$ cat src/rtl/udp_parser_pkg.sv
// Shared types and constants for the multi-channel UDP parser.
package udp_parser_pkg;

   typedef enum logic [1:0] {
      HDR     = 2'd0,
      PAYLOAD = 2'd1,
      DROP    = 2'd2
   } state_t;

   typedef enum logic [1:0] {
      ERR_NONE      = 2'd0,
      ERR_SHORT_LEN = 2'd1,
      ERR_TRUNC     = 2'd2,
      ERR_TRAIL     = 2'd3
   } err_code_t;

   localparam int unsigned UDP_HDR_BYTES = 8;
   localparam int unsigned PORT_W        = 16;

endpackage

$ cat src/rtl/udp_port_match.sv
// Combinational priority matcher: lowest enabled table entry equal to dst wins.
module udp_port_match #(
   parameter int unsigned NUM_PORTS = 4,
   parameter int unsigned CHAN_W    = 2
) (
   input  logic [NUM_PORTS*16-1:0] port_table,
   input  logic [NUM_PORTS-1:0]    port_enable,
   input  logic [15:0]             dst,
   output logic                    hit,
   output logic [CHAN_W-1:0]       idx
);

   always_comb begin
      hit = 1'b0;
      idx = '0;
      for (int unsigned i = 0; i < NUM_PORTS; i++) begin
         if (!hit && port_enable[i] && (port_table[16*i +: 16] == dst)) begin
            hit = 1'b1;
            idx = CHAN_W'(i);
         end
      end
   end

endmodule

$ cat src/rtl/udp_parser_mc.sv
// UDP header parser with a multi-entry destination-port table; forwards matched
// payload tagged with the table index and reports length errors.
module udp_parser_mc
   import udp_parser_pkg::*;
#(
   parameter int unsigned NUM_PORTS = 4,
   parameter int unsigned CHAN_W    = (NUM_PORTS > 1) ? $clog2(NUM_PORTS) : 1,
   parameter int unsigned CNT_W     = 16
) (
   input  logic                    clk,
   input  logic                    rst,
   input  logic [NUM_PORTS*16-1:0] port_table,
   input  logic [NUM_PORTS-1:0]    port_enable,
   input  logic [7:0]              in_data,
   input  logic                    in_valid,
   input  logic                    in_last,
   output logic                    in_ready,
   output logic [7:0]              out_data,
   output logic                    out_valid,
   output logic                    out_last,
   output logic [CHAN_W-1:0]       out_chan,
   input  logic                    out_ready,
   output logic                    hdr_valid,
   output logic                    hdr_match,
   output logic [15:0]             src_port,
   output logic [15:0]             dst_port,
   output logic [15:0]             length,
   output logic                    err_valid,
   output logic [1:0]              err_code,
   output logic [CNT_W-1:0]        pkt_accept_cnt,
   output logic [CNT_W-1:0]        pkt_drop_cnt
);

   localparam logic [15:0]      HDR_LEN = 16'(UDP_HDR_BYTES);
   localparam logic [CNT_W-1:0] CNT_MAX = {CNT_W{1'b1}};

   state_t             state;
   logic [2:0]         byte_cnt;
   logic [47:0]        hdr_sr;      // header bytes 0..5; checksum is never stored
   logic [15:0]        remaining;
   logic               accept;
   logic [15:0]        f_src;
   logic [15:0]        f_dst;
   logic [15:0]        f_len;
   logic               hit;
   logic [CHAN_W-1:0]  hit_idx;

   assign f_src    = hdr_sr[47:32];
   assign f_dst    = hdr_sr[31:16];
   assign f_len    = hdr_sr[15:0];
   assign in_ready = (state != PAYLOAD) || !out_valid || out_ready;
   assign accept   = in_valid && in_ready;

   udp_port_match #(
      .NUM_PORTS (NUM_PORTS),
      .CHAN_W    (CHAN_W)
   ) u_match (
      .port_table  (port_table),
      .port_enable (port_enable),
      .dst         (f_dst),
      .hit         (hit),
      .idx         (hit_idx)
   );

   always_ff @(posedge clk or posedge rst) begin
      if (rst) begin
         state          <= HDR;
         byte_cnt       <= '0;
         hdr_sr         <= '0;
         remaining      <= '0;
         out_data       <= '0;
         out_valid      <= 1'b0;
         out_last       <= 1'b0;
         out_chan       <= '0;
         hdr_valid      <= 1'b0;
         hdr_match      <= 1'b0;
         src_port       <= '0;
         dst_port       <= '0;
         length         <= '0;
         err_valid      <= 1'b0;
         err_code       <= ERR_NONE;
         pkt_accept_cnt <= '0;
         pkt_drop_cnt   <= '0;
      end else begin
         hdr_valid <= 1'b0;
         err_valid <= 1'b0;
         err_code  <= ERR_NONE;
         if (out_valid && out_ready) begin
            out_valid <= 1'b0;
         end
         if (accept) begin
            case (state)
               HDR: begin
                  if (byte_cnt != 3'd7) begin
                     if (byte_cnt < 3'd6) begin
                        hdr_sr <= {hdr_sr[39:0], in_data};
                     end
                     if (in_last) begin
                        err_valid <= 1'b1;
                        err_code  <= ERR_TRUNC;
                        byte_cnt  <= '0;
                        if (pkt_drop_cnt != CNT_MAX) pkt_drop_cnt <= pkt_drop_cnt + CNT_W'(1);
                     end else begin
                        byte_cnt <= byte_cnt + 3'd1;
                     end
                  end else begin
                     // Byte 7: publish the header and decide the packet's fate.
                     byte_cnt  <= '0;
                     src_port  <= f_src;
                     dst_port  <= f_dst;
                     length    <= f_len;
                     hdr_valid <= 1'b1;
                     hdr_match <= 1'b0;
                     remaining <= f_len - HDR_LEN;
                     if (f_len < HDR_LEN) begin
                        err_valid <= 1'b1;
                        err_code  <= ERR_SHORT_LEN;
                        if (pkt_drop_cnt != CNT_MAX) pkt_drop_cnt <= pkt_drop_cnt + CNT_W'(1);
                     end else if (!hit) begin
                        if (pkt_drop_cnt != CNT_MAX) pkt_drop_cnt <= pkt_drop_cnt + CNT_W'(1);
                     end else begin
                        hdr_match <= 1'b1;
                        out_chan  <= hit_idx;
                        if (pkt_accept_cnt != CNT_MAX) pkt_accept_cnt <= pkt_accept_cnt + CNT_W'(1);
                     end
                     if (in_last) begin
                        state <= HDR;
                     end else if (hit && (f_len > HDR_LEN)) begin
                        state <= PAYLOAD;
                     end else begin
                        state <= DROP;
                     end
                  end
               end
               PAYLOAD: begin
                  out_data  <= in_data;
                  out_valid <= 1'b1;
                  out_last  <= (remaining == 16'd1) || in_last;
                  remaining <= remaining - 16'd1;
                  if (remaining == 16'd1) begin
                     if (in_last) begin
                        state <= HDR;
                     end else begin
                        err_valid <= 1'b1;
                        err_code  <= ERR_TRAIL;
                        state     <= DROP;
                     end
                  end else if (in_last) begin
                     err_valid <= 1'b1;
                     err_code  <= ERR_TRUNC;
                     state     <= HDR;
                  end
               end
               DROP: begin
                  if (in_last) begin
                     state <= HDR;
                  end
               end
               default: state <= HDR;
            endcase
         end
      end
   end

endmodule

$ cat config.mk
export PLATFORM = sky130hd
export DESIGN_NAME = udp_parser_mc
export DESIGN_NICKNAME = d
export VERILOG_FILES = /design/src/rtl/udp_parser_pkg.sv /design/src/rtl/udp_port_match.sv /design/src/rtl/udp_parser_mc.sv
export SDC_FILE = /design/constraint.sdc
export NUM_CORES = 1
export LEC_CHECK = 0
export CORE_MARGIN = 1
export CORE_UTILIZATION = 52
export DETAILED_ROUTE_END_ITERATION = 6
export GPL_TIMING_DRIVEN = 0
export PLACE_DENSITY = 0.81
export SLEW_MARGIN = 20
export SYNTH_ARGS = -nofsm -noshare
export SYNTH_HDL_FRONTEND = slang
export SYNTH_SLANG_ARGS = --single-unit
$ cat constraint.sdc
create_clock -name clk -period 8.5 [get_ports clk]
set_clock_uncertainty 0.05 [all_clocks]
set_input_delay 2.125 -clock clk [delete_from_list [all_inputs] [get_ports clk]]
set_output_delay 2.125 -clock clk [all_outputs]
set_load 0.005 [all_outputs]
# Yosys cells after proc, flatten, opt, wreduce, memory -nomap -nowiden

Index checks and enable logic that the tools add are counted.

Register bits: 166
Latch bits: 0
RAM bits: 0
ROM bits: 0
Input port bits: 81
Output and inout port bits: 98
Logic and storage cells: 114
Memories kept: 0

Add/sub/neg operators: 5
Multipliers: 0
Divide/modulo/power cells: 0
Magnitude comparators: 3
Equal/unequal tests: 14
Shift operators: 0
Multiplexer cells: 45
Bitwise operators: 2
Reductions and logical operators: 28

Operators by type and width:

| operator                                                                | number |
|---|---|
| 16-bit 2-to-1 mux                                                       | 6 |
| 16-bit equality test                                                    | 4 |
| 16-bit by 1-bit adder with 16-bit output (second input constant)        | 2 |
| 16-bit != test (second input constant)                                  | 2 |
| 16-bit one-hot mux with 2 select lines                                  | 1 |
| 2-bit 2-to-1 mux                                                        | 13 |
| 1-bit 2-to-1 mux                                                        | 20 |
| 16-bit by 1-bit equality test with 1-bit output (second input constant) | 1 |
| 16-bit by 4-bit > comparator with 1-bit output (second input constant)  | 1 |
| 16-bit by 4-bit < comparator with 1-bit output (second input constant)  | 1 |
| 16-bit by 1-bit subtractor with 16-bit output (second input constant)   | 1 |
| 16-bit by 4-bit subtractor with 16-bit output (second input constant)   | 1 |
| 1-bit logical AND                                                       | 10 |
| 4-bit AND reduction                                                     | 2 |
| 3-bit 2-to-1 mux                                                        | 2 |
| 2-bit one-hot mux with 3 select lines                                   | 1 |
| 2-bit AND reduction                                                     | 3 |
| 3-bit AND reduction                                                     | 2 |
| 6-bit AND reduction                                                     | 1 |
| 5-bit AND reduction                                                     | 1 |
| 1-bit logical NOT                                                       | 4 |
| 2-bit != test (second input constant)                                   | 2 |
| 2-bit one-hot mux with 2 select lines                                   | 1 |
| 3-bit by 1-bit adder with 3-bit output (second input constant)          | 1 |
| 11 further kinds                                                        | 14 |

# Longest topological paths before layout

Gate-level depths: netlist of run 1.

Word-level depth: 20
Depth in mapped cells: 10
Mapped depth without buffers: 9

# Modules after synthesis

A second synthesis of run 1 with hierarchy kept.

Cells, all modules: 788
Area total of the unflattened synthesis: 8,121.5 sq um

Modules (own cells, without submodules):

| module         | times used | cells an instance | area an instance (sq um) | sequential area each (sq um) |
|---|---|---|---|---|
| udp_parser_mc  | 1          | 693               | 7,357.1                  | 4,154.0 |
| udp_port_match | 1          | 95                | 764.5                    | 0.0 |

# Worst setup path after synthesis of run 1

Ideal clock, no wire load.

Kind: input port to output port
Start: input port out_ready
End: output port in_ready
Data arrival time: 2.555 ns
Required time: 6.325 ns
Setup slack: 3.770 ns
Stages on the path: 2
Path buffers: 0
Cells stage by stage: nand2b_1 or2_2

Longest elaborated chain between the ends: 1

RTL lines:

| item               | line                | RTL |
|---|---|---|
| start: declaration | udp_parser_mc.sv:22 | `input logic out_ready,` |
| 1-bit logical OR   | udp_parser_mc.sv:51 | `assign in_ready = (state != PAYLOAD) \|\| !out_valid \|\| out_ready;` |
| end: declaration   | udp_parser_mc.sv:17 | `output logic in_ready,` |

Every way passes these cells.

# Worst setup path in the final report of run 1

Ends and elaborated chain as after synthesis.

==> results of run 1 <==
## power groups by stage
stage / registers, mW / logic (mW) / clock network (mW)
floorplan: 1.05 / 0.461 / 0
global route: 1.10 / 0.796 / 0.813
finish: 1.08 / 0.731 / 0.774
CTS: 1.08 / 0.726 / 0.784
global placement: 1.08 / 0.696 / 0
detailed placement: 1.09 / 0.719 / 0
## sequential cells by signal, indices dropped and copies added, names as in the netlist, 2 cells and up
signal and count:
dst_port 16, out_data 8, state 2, out_chan 2
pkt_drop_cnt 16, pkt_accept_cnt 16, err_code 2, byte_cnt 3
hdr_sr 48, src_port 16, length 16, remaining 16
## area by class of cell
class | count | area [µm²]
fill | 1178 | 4760
sequential | 166 | 4150
multi-input combinational | 617 | 3930
timing repair buffer | 179 | 1810
clock buffer | 18 | 439
tap | 216 | 270
buffer | 46 | 253
clock inverter | 14 | 161
inverter | 13 | 56.3
## how the worst min path moves through the flow
| stage | startpoint | endpoint | slack [ns] | cells after the start |
|---|---|---|---|---|
| 6_report | dst_port[4]$_DFFE_PP0P_ | dst_port[4]$_DFFE_PP0P_ | 0.42 | 2 |
| 5_1_grt | length[11]$_DFFE_PP0P_ | length[11]$_DFFE_PP0P_ | 0.45 | 2 |
| 4_1_cts | dst_port[12]$_DFFE_PP0P_ | dst_port[12]$_DFFE_PP0P_ | 0.43 | 2 |
| 3_5_place_dp | hdr_sr[44]$_DFFE_PP0P_ | src_port[12]$_DFFE_PP0P_ | 0.41 | 2 |
| 3_3_place_gp | hdr_sr[40]$_DFFE_PP0P_ | src_port[8]$_DFFE_PP0P_ | 0.40 | 2 |
| 2_1_floorplan | hdr_sr[42]$_DFFE_PP0P_ | src_port[10]$_DFFE_PP0P_ | 0.38 | 2 |
## worst register-to-register path: stages (launching register included)
cell,delay (ns)
dfrtp_1,0.38
ha_1,0.17
ha_1,0.14
clkbuf_1,0.33
nand3_1,0.21
clkbuf_1,0.34
inv_1,0.19
clkbuf_1,0.53
buf_1,0.43
nand2_1,0.11
nand2_1,0.08
## cell usage in the layout (no fill, tap or decap), types with 3 or more instances in the layout
cell type	count
nor3_1	5
inv_1	12
and3_1	12
a22oi_1	4
buf_4	3
nand3_1	24
inv_8	7
or3_1	3
a21oi_1	24
nand2b_1	12
clkdlybuf4s50_1	178
and2_1	4
nand3b_1	3
clkinv_4	3
nand2_1	197
o31ai_1	4
nor4b_1	8
buf_2	7
or4_4	5
buf_1	3
nand4_1	13
xor2_1	55
mux2_2	56
dfrtp_1	166
o21ai_0	29
clkbuf_1	25
a31oi_1	3
nor2b_1	3
nor2_1	43
nand4b_1	4
buf_6	8
nor4_1	19
clkbuf_16	17
ha_1	9
xnor2_1	49
## routing by layer
metal  track usage (%)  vias up  share of wire [%]
li1                  -     3261                  -
met1              37.9     3433                 44
met2              44.5      269                 47
met3              6.44       54                6.8
met4              11.5        0                2.9
met5                 0        -                  0
## through the flow
step           TNS (ns)  std cells  hold WS (ns)  total power [mW]  utilization, %
2_1_floorplan         0        842         0.385              1.52               -
3_3_place_gp     -54.93       1236         0.400              1.77            65.9
3_5_place_dp          0       1237         0.408              1.81            66.1
4_1_cts               0       1269         0.430              2.58            69.9
5_1_grt               0       1269         0.450              2.71            69.9
6_report              0       1269         0.424              2.58            69.9
## cell families after synthesis
group | share of synthesized area [%]
compound gates | 5.87
buf+inv | 3.60
mux | 7.52
flops | 49.6
xor+xnor | 10.9
fa+ha+maj | 1.34
simple gates | 21.2
==> qor.yml, run 1 <==
reg2reg_slack_ns: 5.48
viasPerCell: 5.53
cts.sinks: 166
ant_nets: 0
antenna_found_initial: 0
clk_pin_slew_ns: 0.06
drive_gt1_share_pct: 11.7
crit_start: "out_ready"
postSynthCellCount: 842
synthTopCellsByArea: "dfrtp_1 50%, nand2_1 8.8%, mux2_2 7.5%"
port_buffers: 178
drv_slew: 0
synth_fp_nets: 932
critical_path_buf_inv_count: 2
syn_area_mm2: 0.00838
place_area_mm2: 0.0105
worstSetupPathType: "in2out"
min_period_ns: 5.63
setup_viol_count_final: 0
ir_drop_uv: 184
r2r_start: "byte_cnt[1]$_DFFE_PP0P_"
fin_crit_sh_pct: 66.3
internal-power_mw: 1.74
async_flop_share_pct: 100
vias: 7017
cts_buffer_depth: 2
p_per_area_mw_per_mm2: 233
ys_warn_count: 0
tightest_slew_ns: 0.955
hold_viol: 0
root_buffer: "clkbuf_16"
dieWidth_um: 129
grt_usage_pct: 28.3
grt_pass1_wl_um: 35800
critical_path.endpoint_type: "output port"
routedWlPerCell_um: 17.6
firstDrtPassIters: 6
fp-row-count: 46
synth_top_area_share_pct: 49.6
setup_ws_ns: 2.87
die_area_mm2: 0.0166
r2r_cells: 10
ys.flop_type: "dfrtp_1"
max_freq_mhz: 178
die_h_um: 129
combinationalPowerShare_pct: 28.3
yosysMostFrequentCell: "nand2_1"
yosysTopAreaCell: "dfrtp_1"
synth_edf_count: 0
critPathRequiredTime_ns: 6.33
outcome: "complete, no violations"
gp_congestion: 0.922
cp_num_cells: 4
cts_buffers: 17
ys_seq_elements: 166
place_ws_ns: 2.84
leakage_nw: 4.93
core_mm2: 0.0158
clockPowerShare_pct: 30.0
initial_core_util_pct: 52.9
arrival_ns: 3.46
critPathMaxStageDelay_ns: 0.46
switchingPower_mw: 0.847
ys_types: 53
postCtsSetupBuffers: 0
crit_top_cell: "clkdlybuf4s50_1"
cpMaxStageDelayCell: "clkdlybuf4s50_1"
routed_wl_um: 22400
clock_latency_ns: 0.43
crit_chain: "clkdlybuf4s50_1, nand2b_1, or2_2, clkdlybuf4s50_1"
grt_overflow: 0
holdCritPathClass: "reg2reg"
syn_to_final_growth_pct: 32.1
postCtsHoldBufs: 0
design_area_mm2: 0.0111
critPathLaunchType: "primary input"
synth_commonest_cells: "197 x nand2_1, 166 x dfrtp_1, 56 x mux2_2"
relSlewSlack_pct: 35.8
htreeDepth: 4
cap_violations: 0
power.share.sequential_pct: 41.7
grt_pass1_vias: 7021
n_antenna_cell: 0
r2r-end: "length[6]$_DFFE_PP0P_"
cts.repair.resized: 0
path_delay_family: "buffers and inverters"
grt_max_degree: 91
cts_tree: "yes"
sw_frac_of_total_pct: 32.8
drc: 0
synth.avg_cell_area_um2: 9.95
rsz0062_at_grt: "no"
yosysSeqAreaShare_pct: 49.6
dp_hpwl_um: 16200
path_max_fanout: 3
final_net_count: 1130
endpoint: "in_ready"
io_pins: 179
first_iter_violations: 603
Note: power is estimated with default switching activity, not from simulation.
==> run 2: changes to the inputs <==
--- a/config.mk
+++ b/config.mk
@@ -6,10 +6,10 @@
 export NUM_CORES = 1
 export LEC_CHECK = 0
 export CORE_MARGIN = 1
-export CORE_UTILIZATION = 52
+export CORE_UTILIZATION = 47
 export DETAILED_ROUTE_END_ITERATION = 6
 export GPL_TIMING_DRIVEN = 0
-export PLACE_DENSITY = 0.81
+export PLACE_DENSITY = 0.78
 export SLEW_MARGIN = 20
 export SYNTH_ARGS = -nofsm -noshare
 export SYNTH_HDL_FRONTEND = slang
==> constraint.sdc (replaced) <==
create_clock -name clk -period 4.9 [get_ports clk]
set_clock_uncertainty 0.05 [all_clocks]
set_input_delay 1.225 -clock clk [delete_from_list [all_inputs] [get_ports clk]]
set_output_delay 1.225 -clock clk [all_outputs]
set_load 0.005 [all_outputs]
==> qor.yml, run 2 (synthesis results as in run 1) <==
outcome: "complete, no violations"
crit_chain: "clkdlybuf4s50_1, nand2b_1, or2_2, clkdlybuf4s50_1"
clock_latency_ns: 0.43  # about the same
syn_to_final_growth_pct: 32.9
grt_overflow: 0  # unchanged
design_area_mm2: 0.0111  # +0.60%
critical_path_buf_inv_count: 2  # unchanged
layout_commonest_cell: "nand2_1"
routed_wl_um: 22600  # +0.89%
max_freq_mhz: 262
setup_ws_ns: 1.08  # -1.78 ns
combinationalPowerShare_pct: 28.5  # +0.2 points
htreeDepth: 4  # unchanged
p_per_area_mw_per_mm2: 399  # +71%
fp-row-count: 48  # +4.3%
grt_pass1_wl_um: 35000  # -2.2%
setup_viol_count_final: 0  # unchanged
place_ws_ns: 1.05  # -1.79 ns
regArea_mm2: 0.00415  # unchanged
grt_usage_pct: 25.1  # -3.2 points
critical_path.endpoint_type: "output port"
clockPowerShare_pct: 29.5  # -0.5 points
postCtsSetupBuffers: 0  # unchanged
first_iter_violations: 466  # -23%
holdCritPathClass: "reg2reg"
min_period_ns: 3.82
vias: 6949  # -0.97%
cap_violations: 0  # unchanged
leakage_nw: 4.95  # +0.43%
place_area_mm2: 0.0106  # +0.84%
multi_input_area_mm2: 0.00393  # unchanged
n_fill_cell: 1420  # +21%
critPathRequiredTime_ns: 3.62  # -2.71 ns
most-common-layout-cells: "197 x nand2_1, 178 x clkdlybuf4s50_1, 166 x dfrtp_1"
max_flop_register: "hdr_sr"
hold_viol: 0  # unchanged
arrival_ns: 2.54  # -0.92 ns
core_mm2: 0.0174  # +9.7%
ir_drop_uv: 297  # +62%
die_h_um: 136  # +5.1%
gp_congestion: 0.902  # -2.2%
largest_reg_flops: 48  # unchanged
dp_hpwl_um: 16700  # +3.2%
worstSetupPathType: "in2out"
tightest_slew_ns: 1.00  # +0.0498 ns
cts.repair.resized: 0  # unchanged
drc: 0  # unchanged
ant_nets: 0  # unchanged
root_buffer: "clkbuf_16"
postCtsHoldBufs: 0  # unchanged
cts_tree: "yes"
rsz0062_at_grt: "no"
io_pins: 179  # unchanged
cts.sinks: 166  # unchanged
fin_setup_tns_ns: 0  # unchanged
drive_gt1_share_pct: 12.0  # +0.33 points
antenna_found_initial: 0  # unchanged
path_delay_family: "buffers and inverters"
firstDrtPassIters: 5  # -1
fin_total_pwr_mw: 4.44  # +72%
viasPerCell: 5.42  # -2.0%
dieWidth_um: 136  # +5.1%
fin_crit_sh_pct: 77.9
internal-power_mw: 2.96  # +70%
critPathMaxStageDelay_ns: 0.46  # about the same
crit_top_cell: "clkdlybuf4s50_1"
clk_pin_slew_ns: 0.07  # about the same
initial_core_util_pct: 48.3  # -4.7 points
switchingPower_mw: 1.48  # +74%
power.share.sequential_pct: 42.0  # +0.3 points
critPathLaunchType: "primary input"
routedWlPerCell_um: 17.6  # -0.13%
n_antenna_cell: 0  # unchanged
cpMaxStageDelayCell: "clkdlybuf4s50_1"
sw_frac_of_total_pct: 33.3  # +0.51 points
relSlewSlack_pct: 32.5  # -3.3 points
die_area_mm2: 0.0184  # +10%
grt_pass1_vias: 6830  # -2.7%
drv_slew: 0  # unchanged
cts_buffer_depth: 2  # unchanged
path_max_fanout: 3  # unchanged
grt_max_degree: 36  # -60%
final_net_count: 1134  # +0.35%
port_buffers: 178  # unchanged
cts_buffers: 17  # unchanged
run 2: cell types whose count changed in the layout (fill, tap and decap cells not counted):
| cell | before | now |
|---|---|---|
| inv_8 | 7 | 5 |
| inv_6 | 1 | 5 |
| clkbuf_8 | 1 | 0 |
| clkinvlp_4 | 1 | 2 |
| bufinv_16 | 1 | 0 |
| clkinv_4 | 3 | 1 |
| buf_12 | 0 | 4 |
| clkinv_8 | 1 | 2 |
run 2: worst reg2reg max path, stage by stage (launching register included):
cell      delay (ns)
dfrtp_1         0.39
ha_1            0.18
ha_1            0.15
clkbuf_1        0.30
nand3_1         0.20
clkbuf_1        0.34
inv_1           0.18
clkbuf_1        0.51
buf_1           0.49
nand2_1         0.12
nand2_1         0.07
run 2: final timing paths:
check / from / endpoint / slack (ns) / depth (start not counted)
setup / recovery: out_ready / in_ready / 1.08 / 4
hold / removal: hdr_sr[47]$_DFFE_PP0P_ / src_port[15]$_DFFE_PP0P_ / 0.42 / 2
setup reg to reg: byte_cnt[0]$_DFFE_PP0P_ / length[11]$_DFFE_PP0P_ / 1.86 / 10
hold reg to reg: hdr_sr[47]$_DFFE_PP0P_ / src_port[15]$_DFFE_PP0P_ / 0.42 / 2
max in group asynchronous: rst / src_port[5]$_DFFE_PP0P_ / 2.37 / 6
min in group asynchronous: rst / pkt_accept_cnt[12]$_DFFE_PP0P_ / 1.16 / 2
run 2: final cells by class:
class / count / share of cell area (%)
tap: 225 / 2.53
clock inverter: 15 / 1.38
clock buffer: 17 / 3.82
multi-input combinational: 617 / 35.3
timing repair buffer: 183 / 17.0
buffer: 46 / 2.27
inverter: 13 / 0.472
sequential: 166 / 37.3
run 2: stage by stage:
step	std cells	hold slack [ns]	util, %
2_1_floorplan	842	0.385	-
3_3_place_gp	1245	0.395	60.2
3_5_place_dp	1250	0.407	60.8
4_1_cts	1282	0.430	64.2
5_1_grt	1282	0.451	64.2
6_report	1282	0.420	64.2
run 2: power by group through the flow:
stage          logic (mW)  clock network (mW)  registers [mW]
2_1_floorplan       0.800                   0            1.83
3_3_place_gp         1.21                   0            1.87
3_5_place_dp         1.25                   0            1.88
4_1_cts              1.26                1.33            1.86
5_1_grt              1.37                1.38            1.90
6_report             1.26                1.31            1.86
run 2: routing by layer:
metal	global-route usage [%]	up-vias	share of wire, %
li1	-	3264	-
met1	33.5	3406	44
met2	39.5	248	47
met3	5.54	31	6.6
met4	9.99	0	2.1
met5	0	-	0
